`src/rtl/uart_stream_tx.sv`:
```
// Byte-stream 8N1 UART transmitter with a small FIFO in front of the shift register.
// Bit period is 8 * prescale_i clocks, with a prescale of 0 treated as 1.
module uart_stream_tx #(
    parameter int unsigned FIFO_DEPTH = 16,
    parameter int unsigned FBITS      = $clog2(FIFO_DEPTH)
) (
    input  logic             clock,
    input  logic             arst_n,
    input  logic [15:0]      prescale_i,
    input  logic             s_tvalid,
    output logic             s_tready,
    input  logic [7:0]       s_tdata,
    output logic             uart_tx_o,
    output logic             busy_o,
    output logic             done_o,
    output logic [FBITS:0]   level_o
);

    typedef enum logic [1:0] {StIdle, StStart, StData, StStop} state_e;

    localparam logic [FBITS:0] LevelFull = (FBITS+1)'(FIFO_DEPTH);

    state_e               state_q, state_d;
    logic [18:0]          timer_q, timer_d;
    logic [2:0]           idx_q, idx_d;
    logic [7:0]           shift_q, shift_d;
    logic [15:0]          peff_q, peff_d;
    logic                 tx_q, tx_d;
    logic                 done_q, done_d;
    logic [FBITS-1:0]     wr_ptr_q, rd_ptr_q;
    logic [FBITS:0]       level_q;
    logic [7:0]           mem_q [FIFO_DEPTH];

    logic                 push, pop, fifo_empty, bit_end;
    logic [15:0]          peff_new;

    assign fifo_empty = (level_q == '0);
    assign s_tready   = (level_q != LevelFull);
    assign push       = s_tvalid && s_tready;
    assign bit_end    = (timer_q == '0);
    assign peff_new   = (prescale_i == 16'd0) ? 16'd1 : prescale_i;

    assign uart_tx_o  = tx_q;
    assign done_o     = done_q;
    assign level_o    = level_q;
    assign busy_o     = (state_q != StIdle) || !fifo_empty;

    always_comb begin
        state_d = state_q;
        timer_d = timer_q;
        idx_d   = idx_q;
        shift_d = shift_q;
        peff_d  = peff_q;
        pop     = 1'b0;
        done_d  = 1'b0;
        unique case (state_q)
            StIdle: begin
                if (!fifo_empty) begin
                    pop     = 1'b1;
                    shift_d = mem_q[rd_ptr_q];
                    peff_d  = peff_new;
                    timer_d = {peff_new, 3'b000} - 19'd1;
                    idx_d   = 3'd0;
                    state_d = StStart;
                end
            end
            StStart: begin
                if (!bit_end) begin
                    timer_d = timer_q - 19'd1;
                end else begin
                    timer_d = {peff_q, 3'b000} - 19'd1;
                    state_d = StData;
                end
            end
            StData: begin
                if (!bit_end) begin
                    timer_d = timer_q - 19'd1;
                end else begin
                    timer_d = {peff_q, 3'b000} - 19'd1;
                    shift_d = shift_q >> 1;
                    idx_d   = idx_q + 3'd1;
                    if (idx_q == 3'd7) state_d = StStop;
                end
            end
            StStop: begin
                if (!bit_end) begin
                    timer_d = timer_q - 19'd1;
                end else begin
                    done_d = 1'b1;
                    // Chain straight into the next start bit so queued frames have no gap.
                    if (!fifo_empty) begin
                        pop     = 1'b1;
                        shift_d = mem_q[rd_ptr_q];
                        peff_d  = peff_new;
                        timer_d = {peff_new, 3'b000} - 19'd1;
                        idx_d   = 3'd0;
                        state_d = StStart;
                    end else begin
                        state_d = StIdle;
                    end
                end
            end
            default: state_d = StIdle;
        endcase
    end

    // Line is driven from the registered state, so it trails the FSM by one clock.
    always_comb begin
        tx_d = 1'b1;
        unique case (state_q)
            StStart: tx_d = 1'b0;
            StData:  tx_d = shift_q[0];
            default: tx_d = 1'b1;
        endcase
    end

    always_ff @(posedge clock or negedge arst_n) begin
        if (!arst_n) begin
            state_q <= StIdle;
            timer_q <= '0;
            idx_q   <= '0;
            shift_q <= '0;
            peff_q  <= 16'd1;
            tx_q    <= 1'b1;
            done_q  <= 1'b0;
        end else begin
            state_q <= state_d;
            timer_q <= timer_d;
            idx_q   <= idx_d;
            shift_q <= shift_d;
            peff_q  <= peff_d;
            tx_q    <= tx_d;
            done_q  <= done_d;
        end
    end

    always_ff @(posedge clock or negedge arst_n) begin
        if (!arst_n) begin
            wr_ptr_q <= '0;
            rd_ptr_q <= '0;
            level_q  <= '0;
        end else begin
            if (push) wr_ptr_q <= wr_ptr_q + FBITS'(1);
            if (pop)  rd_ptr_q <= rd_ptr_q + FBITS'(1);
            case ({push, pop})
                2'b10:   level_q <= level_q + (FBITS+1)'(1);
                2'b01:   level_q <= level_q - (FBITS+1)'(1);
                default: level_q <= level_q;
            endcase
        end
    end

    always_ff @(posedge clock) begin
        if (push) mem_q[wr_ptr_q] <= s_tdata;
    end

endmodule
```
`config.mk`:
```
export PLATFORM = sky130hd
export DESIGN_NAME = uart_stream_tx
export DESIGN_NICKNAME = d
export VERILOG_FILES = /design/src/rtl/uart_stream_tx.sv
export SDC_FILE = /design/constraint.sdc
export NUM_CORES = 1
export LEC_CHECK = 0
export BUFFER_PORTS_ARGS = -buffer_cell sky130_fd_sc_hd__buf_2
export CORE_MARGIN = 5
export CORE_UTILIZATION = 42
export DETAILED_ROUTE_END_ITERATION = 10
export HOLD_SLACK_MARGIN = 0.05
export SYNTH_ARGS = -nofsm -noshare
export SYNTH_HDL_FRONTEND = slang
export SYNTH_SLANG_ARGS = --single-unit
```
`constraint.sdc`:
```
create_clock -name clock -period 7.49 [get_ports clock]
set_input_delay 0.749 -clock clock [delete_from_list [all_inputs] [get_ports clock]]
set_output_delay 0.749 -clock clock [all_outputs]
set_load 0.05 [all_outputs]
```
==> results.json <==
{
  "holdBufCountCts": 0,
  "cellInternalPower_mw": 2.53,
  "antenna_found_initial": 0,
  "cts_resized": 0,
  "syn_area_sq_mm": 0.00900,
  "power_frac_comb_pct": 39.0,
  "slew_headroom_pct": 37.5,
  "cts_tree": "yes",
  "grt_overflow": 0,
  "yosys-top-cells-area": "edfxtp_1 (43%), dfrtp_1 (17%), mux4_2 (5.3%)",
  "portBuffers": 35,
  "ys.flop_type": "edfxtp_1",
  "cts_buffers": 17,
  "required_ns": 7.82,
  "skew_ns": 0.0240,
  "place_congestion": 0.826,
  "area_growth_pct": 12.2,
  "multi_input_area_sq_mm": 0.00335,
  "yosys.cell_count.top_type": "edfxtp_1",
  "antenna_cells": 0,
  "dieArea_sq_mm": 0.0245,
  "cpPeakStageDelay_ns": 0.64,
  "viasPerCell": 5.50,
  "fillers": 1856,
  "p_per_area_mw_per_mm2": 416,
  "drt_iter0_markers": 339,
  "status": "completed",
  "routed-wl-met2_mm": 10.0,
  "rows": 53,
  "avgSynthCellArea_sq_um": 13.2,
  "grt_max_degree": 64,
  "dp_slack_ns": 4.03,
  "critPathLaunchType": "flip-flop",
  "power.switching_mw": 1.67,
  "ioPinCount": 36,
  "seq_area_frac_synth_pct": 60.3,
  "ir_worst_vdd_v": 0.000217,
  "fin_crit_sh_pct": 45.9,
  "routed-wl-met3_um": 992,
  "top_layer": "met4",
  "remaining_drc_errors": 0,
  "tightest_slew_ns": 0.933,
  "cap_violations": 0,
  "p_sw_share_pct": 39.8,
  "seqPwrFrac_pct": 37.4,
  "synthCells": 680,
  "synth_top_area_share_pct": 42.7,
  "clock_insertion_delay_worst_skew_ns": 0.46,
  "die_x_um": 156,
  "wirelength_mm": 19.7,
  "hold_class": "reg -> reg",
  "synth-async-reset-ratio_pct": 33.0,
  "critical_path_arrival_ns": 3.77,
  "postSynthRegisterBits": 191,
  "finalHoldViolations": 0,
  "core_sq_mm": 0.0211,
  "cts_buffer_depth": 2,
  "clock.fmax_mhz": 291,
  "cts_setup_buffers": 0,
  "period_minus_slack_ns": 3.44,
  "clk_root_buffer_cell": "clkbuf_16",
  "drive_gt1_share_pct": 18.0,
  "drv_slew": 0,
  "syn-num-nets": 728,
  "cts_num_sinks": 191,
  "path_common_cell": "inv_1",
  "synth.top_cells.by_count": "edfxtp_1 (128), nand2_1 (62), dfrtp_1 (61)",
  "vias": 5494,
  "grt_util_all_layers_pct": 17.0,
  "grt_pass1_wl_mm": 32.0,
  "clkPwrFrac_pct": 23.6,
  "drtPass1Iterations": 6,
  "synth_edf_count": 128,
  "fp.dieH_um": 156,
  "yosysTopAreaCell": "edfxtp_1",
  "setup_tns_ns": 0,
  "grt_setup_unrepaired": "no",
  "worstPathCellList": "nor4_1 > nand2_1 > nor4_4 > o21a_1 > ha_1 > inv_1 > fa_1 > inv_1 > a21o_1 > a21oi_1 > xnor2_1 > nor2_1 > xor2_1",
  "clkSlewWorstSetupHoldPaths_ns": 0.08,
  "critical-path-slowest-cell": "nor4_1",
  "met1_length_mm": 8.33,
  "place_hpwl_mm": 13.4,
  "initial_core_util_pct": 42.7,
  "grt_pass1_vias": 5609,
  "post-route-worst-setup-slack_ns": 4.05,
  "ff_latch_area_sq_mm": 0.00542,
  "path_class": "reg -> reg",
  "layout.nets": 759,
  "cts_max_level": 4,
  "postRouteAntennaNets": 0,
  "worst-path-max-fanout": 5,
  "yosysWarnings": 0,
  "final-setup-viol-count": 0,
  "ys_types": 62,
  "worst_setup_path_end_kind": "flip-flop",
  "power.leakage_nw": 3.76,
  "wl_per_cell_um": 19.7
}
[area by class of cell]
| class | instances | share of cell area [%] |
|---|---|---|
| Clock buffer | 17 | 4.21 |
| Clock inverter | 15 | 2.32 |
| Inverter | 20 | 0.743 |
| Multi-Input combinational cell | 437 | 33.2 |
| Sequential cell | 191 | 53.7 |
| Tap cell | 275 | 3.41 |
| Timing Repair Buffer | 44 | 2.40 |
[path summary, 6_finish.rpt]
check / startpoint / end / slack, ns / cells past startpoint
setup / recovery: timer_q[2] / level_o[4] / 4.05 / 13
hold / removal: shift_q[1] / shift_q[1] / 0.48 / 2
setup reg to reg: timer_q[2] / level_o[4] / 4.05 / 13
hold reg to reg: shift_q[1] / shift_q[1] / 0.48 / 2
max in group asynchronous: arst_n / rd_ptr_q[0] / 6.40 / 2
min in group asynchronous: arst_n / peff_q[3] / 0.49 / 2
[power by group through the flow]
| stage | logic [mW] | clock network, mW | registers, mW |
|---|---|---|---|
| final | 1.64 | 0.992 | 1.57 |
| after floorplan | 1.24 | 0 | 1.57 |
| after detailed placement | 1.65 | 0 | 1.59 |
| after CTS | 1.66 | 1.01 | 1.57 |
| after global routing | 1.82 | 1.06 | 1.60 |
| after global placement | 1.62 | 0 | 1.58 |
[cell families after synthesis]
family                   share of synthesized area [%]
AO/OA/AOI/OAI                                     9.40
XOR/XNOR                                          4.28
adder cells (fa/ha/maj)                           3.00
buffers and inverters                             2.48
flip-flops                                        60.3
multiplexers                                      10.4
AND/OR/NAND/NOR                                   10.2
[flip-flops by register name, summed over array words and instances, names as in the netlist]
name       count
shift_q        8
peff_q        16
wr_ptr_q       4
timer_q       19
rd_ptr_q       4
mem_q        128
uart_tx_o      1
level_o        5
state_q        2
done_o         1
idx_q          3
[placed cells by master (no fill, tap or decap), types with 6 or more instances in the layout]
| cell type | count |
|---|---|
| nor2_1 | 48 |
| buf_4 | 9 |
| mux2_4 | 6 |
| ha_1 | 20 |
| nor3_1 | 20 |
| o21ai_0 | 36 |
| clkbuf_16 | 17 |
| xnor2_1 | 23 |
| nor4_1 | 10 |
| dfrtp_1 | 60 |
| edfxtp_1 | 128 |
| a221oi_1 | 12 |
| o211ai_1 | 14 |
| mux4_2 | 21 |
| mux2_2 | 9 |
| xor2_1 | 21 |
| inv_12 | 8 |
| inv_1 | 19 |
| nand2_1 | 62 |
| buf_2 | 35 |
| mux2i_1 | 27 |
| a21oi_1 | 11 |
| a22oi_1 | 7 |
| nand3_1 | 14 |
[per-stage QoR]
stage	power (mW)	cell area (sq um)	hold WS (ns)	instances	utilization (%)
6_report	4.20	10100	0.484	999	47.9
3_3_place_gp	3.20	9440	0.460	967	44.8
5_1_grt	4.49	10100	0.531	999	47.9
4_1_cts	4.24	10100	0.489	999	47.9
2_1_floorplan	2.82	9000	0.445	680	-
3_5_place_dp	3.24	9440	0.471	967	44.8
[critical path: cells and delay by family, from the launching register on]
kind / cells / cell delay [ns]
adder cells (fa/ha/maj): 2 / 0.66
buffers and inverters: 2 / 0.17
flip-flops: 1 / 0.42
AND/OR/NAND/NOR: 4 / 1.35
AO/OA/AOI/OAI: 3 / 0.44
XOR/XNOR: 2 / 0.28
[routing by layer]
metal	GRT usage [%]	vias to the layer above
met1	21.8	2706
met3	3.65	32
met2	28.6	128
li1	-	2628
met4	6.20	0
met5	0	-
Power figures use the tool's default switching activity.
